[config.mk]
export PLATFORM = sky130hd
export DESIGN_NAME = z_window_monitor
export DESIGN_NICKNAME = d
export VERILOG_FILES = /design/src/rtl/z_window_monitor.sv
export SDC_FILE = /design/constraint.sdc
export NUM_CORES = 1
export LEC_CHECK = 0
export ABC_AREA = 1
export CORE_MARGIN = 10
export CORE_UTILIZATION = 58
export CTS_CLUSTER_SIZE = 16
export DETAILED_ROUTE_END_ITERATION = 16
export MAX_ROUTING_LAYER = met4
export PLACE_DENSITY = 0.85
export SYNTH_ARGS = -nofsm -noshare
export SYNTH_HDL_FRONTEND = slang
export SYNTH_SLANG_ARGS = --single-unit
[constraint.sdc]
create_clock -name clk -period 4.8 [get_ports clk]
set_input_delay 0.72 -clock clk [delete_from_list [all_inputs] [get_ports clk]]
set_output_delay 0.72 -clock clk [all_outputs]
set_load 0.02 [all_outputs]
[src/rtl/z_window_monitor.sv]
// rtl/z_window_monitor.sv - windowed high-count / longest-run monitor for detector output Z
module z_window_monitor #(
    parameter int WIN_LEN = 16,
    parameter int CNT_W   = 5
) (
    input  logic             clk,
    input  logic             rst_n,
    input  logic             en,
    input  logic             z_in,
    output logic [CNT_W-1:0] win_count,
    output logic [CNT_W-1:0] max_run,
    output logic             res_valid,
    input  logic             res_ready,
    output logic             dropped,
    input  logic             clr_dropped
);

    localparam int POS_W = (WIN_LEN > 2) ? $clog2(WIN_LEN) : 1;
    localparam logic [POS_W-1:0] POS_LAST = POS_W'(WIN_LEN - 1);

    typedef enum logic {IDLE, COUNT} state_t;

    state_t           state, state_nxt;
    logic             sample;
    logic [POS_W-1:0] pos;
    logic [CNT_W-1:0] ones, run, best;
    logic [CNT_W-1:0] z_ext, ones_nxt, run_nxt, best_nxt;
    logic             win_end;

    always_ff @(posedge clk or negedge rst_n) begin
        if (!rst_n) state <= IDLE;
        else        state <= state_nxt;
    end

    // IDLE->COUNT takes sample 0 on the same edge, so sampling simply follows en.
    always_comb begin
        state_nxt = state;
        sample    = 1'b0;
        case (state)
            IDLE: begin
                if (en) begin
                    state_nxt = COUNT;
                    sample    = 1'b1;
                end
            end
            COUNT: begin
                if (en) sample    = 1'b1;
                else    state_nxt = IDLE;
            end
            default: state_nxt = IDLE;
        endcase
    end

    always_comb begin
        z_ext    = {{(CNT_W-1){1'b0}}, z_in};
        ones_nxt = ones + z_ext;
        run_nxt  = z_in ? run + CNT_W'(1) : '0;
        best_nxt = (run_nxt > best) ? run_nxt : best;
        win_end  = sample && (pos == POS_LAST);
    end

    // Counters restart on window end so runs never cross a window boundary.
    always_ff @(posedge clk or negedge rst_n) begin
        if (!rst_n) begin
            pos  <= '0;
            ones <= '0;
            run  <= '0;
            best <= '0;
        end else if (!sample || win_end) begin
            pos  <= '0;
            ones <= '0;
            run  <= '0;
            best <= '0;
        end else begin
            pos  <= pos + POS_W'(1);
            ones <= ones_nxt;
            run  <= run_nxt;
            best <= best_nxt;
        end
    end

    always_ff @(posedge clk or negedge rst_n) begin
        if (!rst_n) begin
            win_count <= '0;
            max_run   <= '0;
            res_valid <= 1'b0;
            dropped   <= 1'b0;
        end else begin
            if (win_end) begin
                if (!res_valid || res_ready) begin
                    win_count <= ones_nxt;
                    max_run   <= best_nxt;
                    res_valid <= 1'b1;
                end
            end else if (res_valid && res_ready) begin
                res_valid <= 1'b0;
            end

            if (win_end && res_valid && !res_ready) dropped <= 1'b1;
            else if (clr_dropped)                   dropped <= 1'b0;
        end
    end

endmodule

==> flow_metrics.env, run 1 <==
export IMPL_pwr_share_comb_pct=26.7
export IMPL_synth_top_area_share_pct=52.72
export IMPL_antennaDiodeCount=0
export IMPL_reg2reg_depth=13
export IMPL_slew_headroom_pct=58.38
export IMPL_maxCapViolations=0
export IMPL_hpwl_mm=2.165
export IMPL_clk_latency_ps=340
export IMPL_worst_setup_path_end_kind="register"
export IMPL_ioPinCount=18
export IMPL_wirelength_mm=2.887
export IMPL_start_util_pct=59.94
export IMPL_fillCellCount=200
export IMPL_die_w_um=70.37
export IMPL_synth_compound_area_share_pct=5.442
export IMPL_dieArea_um2=4951
export IMPL_layout_min_cycle_time_ps=2409
export IMPL_setup_violations=0
export IMPL_grt_setup_unrepaired="false"
export IMPL_grt_overflow=0
export IMPL_routedWlPerCell_um=13.18
export IMPL_nets=202
export IMPL_syn2layout_area_growth_pct=18.54
export IMPL_path_buf_inv=1
export IMPL_p_int_mw=0.4194
export IMPL_ff2ff_setup_slack_ps=2520
export IMPL_syn_inst=165
export IMPL_cts_tree="done"
export IMPL_synth_flop_cell="dfrtp_1"
export IMPL_cp_slowest_cell="clkdlybuf4s50_1"
export IMPL_cts_root_buffer="clkbuf_4"
export IMPL_max_freq_mhz=415.1
export IMPL_core_area_um2=2455
export IMPL_fin_setup_tns_ps=0
export IMPL_cts_made_buffers=5
export IMPL_syn_num_nets=179
export IMPL_arrival_ps=2640
export IMPL_crit_fanout=7
export IMPL_pwr_share_clk_pct=27.6
export IMPL_dieHeight_um=70.37
export IMPL_min_period_over_period_pct=50.18
export IMPL_critPathMostFrequentCell="nand2_1"
export IMPL_r2r_end="max_run[2]"
export IMPL_crit_family="simple AND/OR/NAND/NOR gates"
export IMPL_first_pass_iters=5
export IMPL_port_buffers=17
export IMPL_report_final_hold_viol_count=0
export IMPL_vias=1118
export IMPL_cts_resized=0
export IMPL_holdBufCountCts=0
export IMPL_synth_top_family_by_area="simple AND/OR/NAND/NOR gates"
export IMPL_clock_skew_final_ps=9.889
export IMPL_cp_num_cells=11
export IMPL_synth_xor_area_share_pct=2.381
export IMPL_critical_path_class="in2reg"
export IMPL_synth_simple_area_share_pct=25.51
export IMPL_cp_start_kind="primary input"
export IMPL_drtAntennaViolNets=0
export IMPL_p_sw_mw=0.2053
export IMPL_synth_top_cell_by_area="dfrtp_1"
export IMPL_rows=18
export IMPL_sw_frac_of_total_pct=32.87
export IMPL_antenna_found_initial=0
export IMPL_grt_max_degree=32
export IMPL_viasPerCell=5.105
export IMPL_grt_pass1_vias=1200
export IMPL_htreeDepth=2
export IMPL_grtUsageTotal_pct=13.36
export IMPL_worstPathRequired_ps=5030
export IMPL_clk_pin_slew_ps=90
export IMPL_drv_slew=0
export IMPL_most_common_layout_cells="nand2_1, dfrtp_1, inv_1, nor2_1, clkdlybuf4s50_1"
export IMPL_drt_initial_drc_count=81
export IMPL_leakage_nw=0.8896
export IMPL_hp_class="reg2reg"
export IMPL_async_reset_ff_share_pct=100.0
export IMPL_pwr_share_seq_pct=45.7
export IMPL_synth_enable_flop_cells=0
export IMPL_reg2reg_from="run[0]"
export IMPL_ys_seq_elements=31
export IMPL_power_mw=0.6247
export IMPL_ys_seq_area_share_pct=52.72
export IMPL_crit_chain="clkdlybuf4s50_1, nand2_1, nor2_1, ha_1, nand2_1, nor2_1, nand4_1, nand2_2, nand2_1, nand3_1, nand2_1"
export IMPL_ir_drop_mv=0.2910
export IMPL_crit_start="z_in"
export IMPL_synth_area_um2=1471
export IMPL_drive_gt1_share_pct=10.05
export IMPL_place_congestion=0.8833
export IMPL_power_density_nw_per_um2=358.1
export IMPL_drc_errors=0
export IMPL_max_stage_delay_ps=540
export IMPL_grt_first_pass_wirelength_mm=5.264
export IMPL_final_common_cell="nand2_1"
export IMPL_worst_pin_slew_ps=622.8
export IMPL_avgSynthCellArea_um2=8.918
export IMPL_crit_path_end="max_run[2]"
export IMPL_synthAdderAreaFrac_pct=6.803
export IMPL_synth_cell_types=23
export IMPL_yosys_warnings=0
export IMPL_synthMuxAreaShare_pct=0
export IMPL_synthTopCellsByArea="dfrtp_1, nand2_1, ha_1"
export IMPL_clock_sinks=31
export IMPL_clock_path_buffers=2
export IMPL_postCtsSetupBuffers=0
export IMPL_status="complete, no violations"
-- power groups by stage --
stage / combinational [mW] / clock [mW] / sequential, mW
floorplan: 0.127 / 0 / 0.289
global placement: 0.157 / 0 / 0.290
detailed placement: 0.166 / 0 / 0.290
CTS: 0.167 / 0.180 / 0.286
global route: 0.197 / 0.190 / 0.287
finish: 0.167 / 0.172 / 0.286
-- worst min-delay path by stage --
stage	end	startpoint	cells after the start	slack [ps]
5_1_grt	pos[0]	pos[0]	1	500
4_1_cts	pos[0]	pos[0]	1	480
2_1_floorplan	best[0]	rst_n	0	420
6_report	pos[0]	pos[0]	1	470
3_5_place_dp	pos[0]	pos[0]	1	460
3_3_place_gp	pos[0]	pos[0]	1	450
-- cells by family after synthesis --
group | after synthesis
compound gates | 12
xor+xnor | 4
fa+ha+maj | 8
buf+inv | 27
flops | 31
simple gates | 83
-- sequential cells by signal, summed over array words and instances, names as in the netlist --
signal	cells
pos	4
max_run	5
dropped	1
win_count	5
ones	5
best	5
run	5
res_valid	1
-- layout make-up --
type | instances | area (um2) | share of cell area [%]
sequential | 31 | 775.7 | 44.48
multi-input combinational | 107 | 590.6 | 33.86
timing repair buffer | 18 | 177.7 | 10.19
inverter | 25 | 93.84 | 5.380
clock buffer | 8 | 68.82 | 3.945
tap | 30 | 37.54 | 2.152
-- Yosys cell counts, types with 2 or more instances --
| library cell | n |
|---|---|
| nand2_1 | 36 |
| dfrtp_1 | 31 |
| inv_1 | 25 |
| nor2_1 | 23 |
| nand3_1 | 13 |
| ha_1 | 8 |
| nand4_1 | 4 |
| o21ai_2 | 4 |
| o21ai_0 | 3 |
| xor2_1 | 3 |
| a21oi_1 | 2 |
| nand2_2 | 2 |
-- per-stage QoR --
stage,area (um2),hold slack (ps),cells,util (%),setup WS (ps)
global placement,1675,451.8,211,68.25,2166
detailed placement,1675,459.7,211,68.25,2056
global route,1744,502.2,219,71.05,2228
finish,1744,473.4,219,71.05,2391
CTS,1744,478.0,219,71.05,2426
floorplan,1471,424.4,165,-,2810
-- per-layer routing --
metal	up-vias	GRT usage [%]	wire length, um
li1	568	-	-
met1	523	14.05	1275
met2	22	21.06	1388
met3	5	6.356	167
met4	0	5.482	55
met5	-	-	0
-- worst reg2reg max path, stage by stage (launching register included) --
cell     delay (ps)
dfrtp_1         410
ha_1            220
nand2_1         140
o21ai_0          90
nand2_1          60
nor2_1           60
ha_1            300
nand2_1          90
nor2_1          180
nand4_1         240
nand2_2         170
nand2_1          80
nand3_1          80
nand2_1          50
No activity file was read; power rests on OpenSTA's default activity.
==> run 2, diff against run 1 <==
--- a/config.mk
+++ b/config.mk
@@ -7,11 +7,11 @@
 export LEC_CHECK = 0
 export ABC_AREA = 1
 export CORE_MARGIN = 10
-export CORE_UTILIZATION = 58
+export CORE_UTILIZATION = 49
 export CTS_CLUSTER_SIZE = 16
 export DETAILED_ROUTE_END_ITERATION = 16
 export MAX_ROUTING_LAYER = met4
-export PLACE_DENSITY = 0.85
+export PLACE_DENSITY = 0.76
 export SYNTH_ARGS = -nofsm -noshare
 export SYNTH_HDL_FRONTEND = slang
 export SYNTH_SLANG_ARGS = --single-unit
==> constraint.sdc (replaced) <==
create_clock -name clk -period 2.1 [get_ports clk]
set_input_delay 0.315 -clock clk [delete_from_list [all_inputs] [get_ports clk]]
set_output_delay 0.315 -clock clk [all_outputs]
set_load 0.02 [all_outputs]
==> flow_metrics.env, run 2 (synthesized netlist as in run 1, its figures left out) <==
export IMPL_power_density_nw_per_um2=824.5
export IMPL_clock_path_buffers=2
export IMPL_htreeDepth=2
export IMPL_clk_pin_slew_ps=100
export IMPL_max_freq_mhz=474.0
export IMPL_syn2layout_area_growth_pct=32.74
export IMPL_dieHeight_um=74.80
export IMPL_drtAntennaViolNets=0
export IMPL_place_area_um2=1714
export IMPL_viasPerCell=5.124
export IMPL_worstPathRequired_ps=2300
export IMPL_grt_first_pass_wirelength_mm=5.092
export IMPL_clk_latency_ps=330
export IMPL_rows=19
export IMPL_most_common_layout_cells="dfrtp_1, nand2_1, inv_1, nor2_1, clkdlybuf4s50_1"
export IMPL_layout_min_cycle_time_ps=2110
export IMPL_report_final_hold_viol_count=0
export IMPL_port_buffers=17
export IMPL_cts_root_buffer="clkbuf_4"
export IMPL_final_common_cell="dfrtp_1"
export IMPL_antenna_found_initial=0
export IMPL_fillCellCount=221
export IMPL_routedWlPerCell_um=13.57
export IMPL_vias=1158
export IMPL_dieArea_um2=5595
export IMPL_place_congestion=0.8808
export IMPL_worst_setup_path_end_kind="register"
export IMPL_worst_pin_slew_ps=599.8
export IMPL_slew_headroom_pct=59.92
export IMPL_drc_errors=0
export IMPL_cp_start_kind="register"
export IMPL_status="finished, violations left"
export IMPL_clock_skew_final_ps=7.500
export IMPL_core_area_um2=2805
export IMPL_grtUsageTotal_pct=12.55
export IMPL_grt_pass1_vias=1148
export IMPL_holdBufCountCts=0
export IMPL_first_pass_iters=4
export IMPL_drv_slew=0
export IMPL_nets=208
export IMPL_fin_util_pct=69.63
export IMPL_violations="negative setup slack"
export IMPL_grt_setup_unrepaired="true"
export IMPL_drt_initial_drc_count=73
export IMPL_ir_drop_mv=0.4873
export IMPL_grt_max_degree=32
export IMPL_crit_fanout=5
export IMPL_die_w_um=74.80
export IMPL_start_util_pct=52.45
export IMPL_antennaDiodeCount=0
export IMPL_min_period_over_period_pct=100.5
export IMPL_cts_tree="done"
export IMPL_ioPinCount=18
export IMPL_whs_ps=363.1
export IMPL_arrival_ps=2310
export IMPL_fin_setup_tns_ps=-13.77
export IMPL_hpwl_mm=2.152
export IMPL_clock_sinks=31
export IMPL_cts_made_buffers=5
export IMPL_setup_violations=2
export IMPL_grt_overflow=0
export IMPL_setup_slack_ps=-9.779
export IMPL_critical_path_class="reg2reg"
export IMPL_design_area_um2=1953
export IMPL_drive_gt1_share_pct=26.15
export IMPL_maxCapViolations=0
export IMPL_wirelength_mm=3.066
export IMPL_leakage_nw=0.9605
export IMPL_hp_class="in2async"
run 2: cell types whose count changed in the layout (fill, tap and decap cells not counted), moves of 2 or more:
cell,delta
nand3_1,-4
ha_1,-3
nand2_2,+8
nand3_2,+3
ha_4,+3
buf_4,+6
nor2_1,-4
nand2_1,-10
nor2_4,+3
nand2_4,+2
run 2: worst paths after layout:
path | to | startpoint | slack (ps) | cells past startpoint
min reg2reg | pos[0] | pos[0] | 460 | 1
min | ones[0] | rst_n | 360 | 2
max in group asynchronous | run[1] | rst_n | 1440 | 2
max | best[0] | run[1] | -10 | 13
max reg2reg | best[0] | run[1] | -10 | 13
min in group clk | pos[0] | pos[0] | 460 | 1
run 2: where the power goes:
group / switching (mW) / internal (mW) / leakage [nW]
Sequential: 0.0207 / 0.634 / 0.423
Combinational: 0.303 / 0.168 / 0.489
Clock: 0.203 / 0.281 / 0.0482
run 2: worst max-delay path, cell delays in order, from the launching register on:
cell and delay [ps]:
dfrtp_2 450, ha_4 180, nand2_4 90, o21ai_2 70, nand2_2 80, nor2_4 50
ha_4 290, nand2_4 60, nor2_4 90, nand4_1 210, nand2_2 210, nand2_2 80
nand2_1 70, nor2_1 40
run 2: final cells by class:
type / instances / area [um2] / share of cell area [%]
Timing Repair Buffer: 24 / 222.7 / 11.40
Sequential cell: 31 / 777.0 / 39.78
Multi-Input combinational cell: 107 / 734.5 / 37.60
Clock inverter: 2 / 35.03 / 1.794
Clock buffer: 6 / 51.30 / 2.627
Tap cell: 31 / 38.79 / 1.986
Inverter: 25 / 93.84 / 4.805
run 2: repair_timing:
action | CTS | global route
resized for setup | 7 | 27
endpoints found under the setup margin | 9 | 10
setup buffers | 1 | 1
pin swaps | 4 | 11
run 2: per-stage QoR:
stage	total power, mW	setup slack [ps]	cells
after floorplan	0.9517	110.2	165
after global placement	1.028	-86.37	217
after detailed placement	1.042	-167.2	217
after CTS	1.558	9.310	226
after global routing	1.725	-109.3	226
final	1.610	-9.779	226
run 2: metal layers:
metal	up-vias	routed length, um	part of all wire [%]	global-route usage [%]
met5	-	0	0	-
met4	0	61	2.0	6.513
met3	6	153	5.0	5.519
met2	20	1541	50	20.27
met1	550	1309	43	12.69
li1	582	-	-	-
==> RTL edit 1, RTL diff (flow settings as in run 2) <==
Change the parameter `WIN_LEN` from 16 to 32.
--- a/src/rtl/z_window_monitor.sv
+++ b/src/rtl/z_window_monitor.sv
@@ -1,6 +1,6 @@
 // rtl/z_window_monitor.sv - windowed high-count / longest-run monitor for detector output Z
 module z_window_monitor #(
-    parameter int WIN_LEN = 16,
+    parameter int WIN_LEN = 32,
     parameter int CNT_W   = 5
 ) (
     input  logic             clk,
Check against the original RTL: no difference found for any inputs over 10 cycles, from zero or initial values and one cycle with rst_n low; that may be too few to reach the edited logic, so the function may still have changed.
==> RTL edit 1 against run 2 <==
- first-iteration DRC count down 27%
- power increased by 5.1%
- area after synthesis up 2.3%
- wire length grew 0.52%
- worst setup slack better by 0.10 ns
- sequential cell count rose by 1
- sequential share of layout area up 0.55 points
- sequential power rose by 3%
- final area is 1.7% higher
==> RTL edit 1: results (changes against run 2) <==
timing:
  clock_skew_ns: 0.0107  # +0.00316 ns
  finalSetupTns_ns: 0  # +0.0138 ns
  relSlewSlack_pct: 73.7  # +14 points
clock_network:
  ctsHtreeMaxLevel: 2  # unchanged
  clock_tree.buffer_depth: 2  # unchanged
  cts_buffers: 5  # unchanged
  clock_latency_ns: 0.34
  cts_root_buffer: "clkbuf_4"
  clk_pin_slew_ns: 0.10  # about the same
synthesis:
  ys_dominant_reg_cell: "dfrtp_1"
  synth.distinct_cells: 22  # -4.3%
  synth_common_cells: "nand2_1 (38), dfrtp_1 (32), inv_1 (27), nor2_1 (27), nand3_1 (12)"
  yosys-top-cells-area: "dfrtp_1 (53%), nand2_1 (9.5%), ha_1 (7.5%)"
  synth.net_count: 187  # +4.5%
  synthArstFlopShare_pct: 100  # unchanged
  yosys_warnings: 0  # unchanged
  syn_inst: 172  # +4.2%
  ys_seq_area_share_pct: 53.2  # +0.48 points
power:
  ir_drop_mv: 0.517  # +6.1%
  switching_power_w: 0.000547  # +3.8%
  p_leak_nw: 0.986  # +2.7%
finish:
  num-fill-cells: 257  # +16%
  drive_gt1_share_pct: 23.6  # -2.5 points
  diodes: 0  # unchanged
  fin_nets: 217  # +4.3%
  fin_cells: 236  # +4.4%
detailed_routing:
  viasPerCell: 5.09  # -0.68%
  dr.pass1.iters: 4  # unchanged
  first_iter_violations: 53  # -27%
  routedWlPerCell_um: 13.1  # -3.7%
critical_path:
  worstPathArrival_ns: 2.25  # -0.06 ns
  path_max_fanout: 5  # unchanged
min_path:
  holdCritPathClass: "input pin to async pin"
placement:
  routabilityCongestion: 0.891  # +1.1%
  dp.cells: 226  # +4.1%
  io_buffer_count: 17  # unchanged
  dp_hpwl_um: 2250  # +4.5%
global_routing:
  globalRouteMet3Util_pct: 5.08  # -0.44 points
  grt_pass1_vias: 1210  # +5.4%
  globalRouteTotalUtil_pct: 12.9  # +0.31 points
  met2_usage_pct: 21.2  # +0.88 points
  grt_max_degree: 33  # +3.1%
  antenna_found_initial: 0  # unchanged
  grtUsageMet1_pct: 13.7  # +0.97 points
  grt_pass1_wl_um: 5360  # +5.3%
outcome:
  status: "finished, final reports clean"
-- RTL edit 1: cell count changes after synthesis, moves of 2 or more --
cell	delta
o21ai_0	+3
nor2_1	+4
inv_1	+2
o21ai_2	-4
nand2_1	+2
-- RTL edit 1: metal layers --
layer | up-vias | part of all wire (%)
met5 | - | 0
met4 | 0 | 1.6
li1 | 596 | -
met2 | 19 | 51
met1 | 581 | 42
met3 | 5 | 4.8
-- RTL edit 1: timing repair --
| item | in CTS | in global routing |
|---|---|---|
| endpoints found under the setup margin | 8 | 15 |
| gates resized for setup | 4 | 28 |
| setup buffers | 1 | 2 |
| pin swaps | 7 | 14 |
| hold buffers | 0 | 0 |
-- RTL edit 1: critical path: stages (launching register included) --
cell,delay (ns)
dfrtp_1,0.42
ha_4,0.18
nand2_4,0.07
o21ai_2,0.06
nand2_2,0.08
nor2_4,0.05
ha_4,0.29
nand2_4,0.06
nor2_4,0.09
nand4_1,0.21
nand2_2,0.19
nand2_2,0.09
nand3_2,0.07
nand2_1,0.06
-- RTL edit 1: per-stage QoR --
step                hold slack [ns]  worst slack [ns]  utilization [%]  cell area (um2)  power, W
floorplan                    0.0194             0.114                -             1510  0.000970
global placement              0.445           -0.0635             58.5             1760   0.00105
detailed placement            0.467            -0.146             58.5             1760   0.00107
CTS                           0.369            0.0205             62.3             1870   0.00160
global route                  0.382           -0.0481             66.1             1990   0.00181
finish                        0.371            0.0938             66.1             1990   0.00169
-- RTL edit 1: final timing paths --
check	startpoint	end	slack [ns]	depth (start not counted)
setup / recovery	run[1]	max_run[2]	0.09	13
hold / removal	rst_n	max_run[0]	0.37	2
setup reg to reg	run[1]	max_run[2]	0.09	13
hold reg to reg	pos[0]	pos[0]	0.48	1
max in group asynchronous	rst_n	res_valid	1.45	2
min in group clk	pos[0]	pos[0]	0.48	1
-- RTL edit 1: cells by family (layout without fill, tap and decap cells) --
kind of cell / Yosys count / count (layout) / share of synthesized area (%)
and+or+nand+nor: 87 / 87 / 25.8
xor gates and xnor gates: 4 / 4 / 2.33
DFF: 32 / 32 / 53.2
AOI/OAI and AO/OA: 10 / 10 / 3.66
buffers and inverters: 30 / 61 / 7.56
adders and majority gates: 9 / 9 / 7.48
-- RTL edit 1: power groups by stage --
stage	Sequential, W	Combinational, W	Clock, W
after global placement	0.000682	0.000367	0
final	0.000674	0.000495	0.000523
after floorplan	0.000679	0.000291	0
after global routing	0.000677	0.000561	0.000569
after CTS	0.000672	0.000393	0.000537
after detailed placement	0.000684	0.000382	0
-- RTL edit 1: layout make-up --
type                            instances  area share (%)
Multi-Input combinational cell        110            35.7
Timing Repair Buffer                   26            12.0
Inverter                               27            5.10
Clock buffer                            7            3.28
Tap cell                               33            2.08
Clock inverter                          1            1.51
Sequential cell                        32            40.3
==> RTL edit 2, RTL diff (config.mk and constraints of run 2) <==
Without the edit above. Put one more register stage on the output `win_count`, without a reset. The value now appears one clock later. The other outputs are not delayed to match.
--- a/src/rtl/z_window_monitor.sv
+++ b/src/rtl/z_window_monitor.sv
@@ -19,6 +19,8 @@
     localparam logic [POS_W-1:0] POS_LAST = POS_W'(WIN_LEN - 1);
 
     typedef enum logic {IDLE, COUNT} state_t;
+
+    logic [CNT_W-1:0] win_count_s0;
 
     state_t           state, state_nxt;
     logic             sample;
@@ -81,14 +83,14 @@
 
     always_ff @(posedge clk or negedge rst_n) begin
         if (!rst_n) begin
-            win_count <= '0;
+            win_count_s0 <= '0;
             max_run   <= '0;
             res_valid <= 1'b0;
             dropped   <= 1'b0;
         end else begin
             if (win_end) begin
                 if (!res_valid || res_ready) begin
-                    win_count <= ones_nxt;
+                    win_count_s0 <= ones_nxt;
                     max_run   <= best_nxt;
                     res_valid <= 1'b1;
                 end
@@ -101,5 +103,9 @@
         end
     end
 
+    always_ff @(posedge clk) begin
+        win_count <= win_count_s0;
+    end
+
 endmodule
 
Function: same outputs for any inputs over 10 cycles, from zero or initial values and one cycle with rst_n low; that may be too few to reach the edited logic, so the function may still have changed.
==> RTL edit 2 against run 2 <==
- wire length rose by 16%
- power rose by 1.6%
- core utilization fell by 2.5 points
- final area rose by 4.1%
- clock skew rose by 0.0041 ns
- the flow still finishes with violations (negative setup slack)
- worst setup slack improved by 0.0080 ns
- sequential share of layout area rose by 3.3 points
- synthesized cell count rose by 2.4%
- sequential cell count rose by 5
- via count rose by 7.7%
- critical path type unchanged
- area after synthesis rose by 4.9%
==> RTL edit 2: results (changes against run 2) <==
min_path:
  holdCritPathClass: "input pin to async pin"
power:
  p_comb_share_pct: 32.8  # +3.5 points
  switching_share_pct: 35.2  # +2.5 points
  p_leak_nw: 1.01  # +4.8%
  power_frac_clock_pct: 21.3  # -8.7 points
  ir_drop_mv: 0.472  # -3.1%
synthesis:
  synth.distinct_cells: 22  # -4.3%
  ys_seq_area_share_pct: 56.7  # +4.0 points
  synth.net_count: 183  # +2.2%
  syn_area_per_cell_um2: 9.14  # +2.4%
  synthArstFlopShare_pct: 86.1  # -14 points
  yosys_warnings: 0  # unchanged
  yosys-top-cells-area: "dfrtp_1 (50%), nand2_1 (8.8%), dfxtp_1 (6.5%)"
  synth_common_cells: "nand2_1 (36), dfrtp_1 (31), inv_1 (24), nor2_1 (23), nand3_1 (13)"
critical_path:
  path_max_fanout: 4  # -1
  crit_family: "simple AND/OR/NAND/NOR gates"
  worstSetupEndpointType: "flop"
  slowest_stage: "dfrtp_1"
  max_stage_delay_ns: 0.42  # -0.03 ns
timing:
  finalHoldViolCount: 0  # unchanged
  setup_viol: 1  # -1
  relSlewSlack_pct: 54.6  # -5.3 points
  clock_skew_ns: 0.0116  # +0.00408 ns
  setup_slack_ns: -0.00182  # +0.00796 ns
global_routing:
  grt_pass1_vias: 1351  # +18%
  antenna_found_initial: 0  # unchanged
  grt_pass1_wl_um: 5980  # +17%
  globalRouteTotalUtil_pct: 13.0  # +0.41 points
placement:
  postPlaceCellArea_mm2: 0.00184  # +7.1%
  routabilityCongestion: 0.926  # +5.1%
  dp.cells: 238  # +9.7%
  dp_hpwl_um: 2430  # +13%
  post-place-ws_ns: -0.241  # -0.0742 ns
clock_network:
  clock_latency_ns: 0.35  # +0.02 ns
  cts_buffers: 5  # unchanged
  post_cts_buffers: 2  # +1
  clk_pin_slew_ns: 0.11
  ctsHtreeMaxLevel: 2  # unchanged
  post_cts_resized: 11  # +4
finish:
  fin_nets: 219  # +5.3%
  drive_gt1_share_pct: 21.4  # -4.8 points
  fin_cells: 250  # +11%
detailed_routing:
  wl_um: 3570  # +16%
  via_count: 1247  # +7.7%
  first_iter_violations: 58  # -21%
outcome:
  violations: "negative setup slack"
  status: "complete, but fails checks"
[RTL edit 2: cell count changes after synthesis, sizes merged]
cell	before	now
o22ai	1	0
o32ai	0	1
nand2	38	37
inv	25	24
dfxtp	0	5
o21ai	8	9
[RTL edit 2: cell type report]
type / count / area (um2)
Clock inverter: 1 / 5.00
Timing Repair Buffer: 31 / 275
Clock buffer: 7 / 45.0
Sequential cell: 36 / 876
Multi-Input combinational cell: 107 / 687
Tap cell: 44 / 55.1
Inverter: 24 / 90.1
Fill cell: 236 / 995
[RTL edit 2: metal layers]
| metal | wire [um] | track usage, % |
|---|---|---|
| met1 | 1400 | 12.0 |
| met2 | 1990 | 24.2 |
| met3 | 86 | 2.95 |
| met4 | 87 | 6.51 |
| met5 | 0 | - |
[RTL edit 2: per-stage QoR]
stage                     hold slack [ns]  power (W)  setup TNS (ns)
after floorplan                    0.0194    0.00103               0
after global placement              0.353    0.00113          -0.794
after detailed placement            0.358    0.00115           -2.07
after CTS                           0.358    0.00158        -0.00564
after global routing                0.371    0.00175           -1.03
final                               0.355    0.00164        -0.00182
[RTL edit 2: final timing paths]
path / startpoint / end / cells past startpoint
worst max register to register: run[0] / best[2] / 13
worst min register to register: win_count_s0[1] / win_count[1] / 0
max in group asynchronous: rst_n / best[4] / 2
min in group clk: win_count_s0[1] / win_count[1] / 0
worst min-delay path: rst_n / best[0] / 2
worst max-delay path: run[0] / best[2] / 13
[RTL edit 2: cells by family (layout without fill, tap and decap cells)]
family                   after synthesis  in the layout  share of synthesized area [%]
AND/OR/NAND/NOR                       82             82                           23.4
adder cells (fa/ha/maj)                8              8                           6.48
flip-flops                            36             36                           56.7
XOR/XNOR                               4              4                           2.27
buffers and inverters                 26             63                           6.40
AO/OA/AOI/OAI                         13             13                           4.70
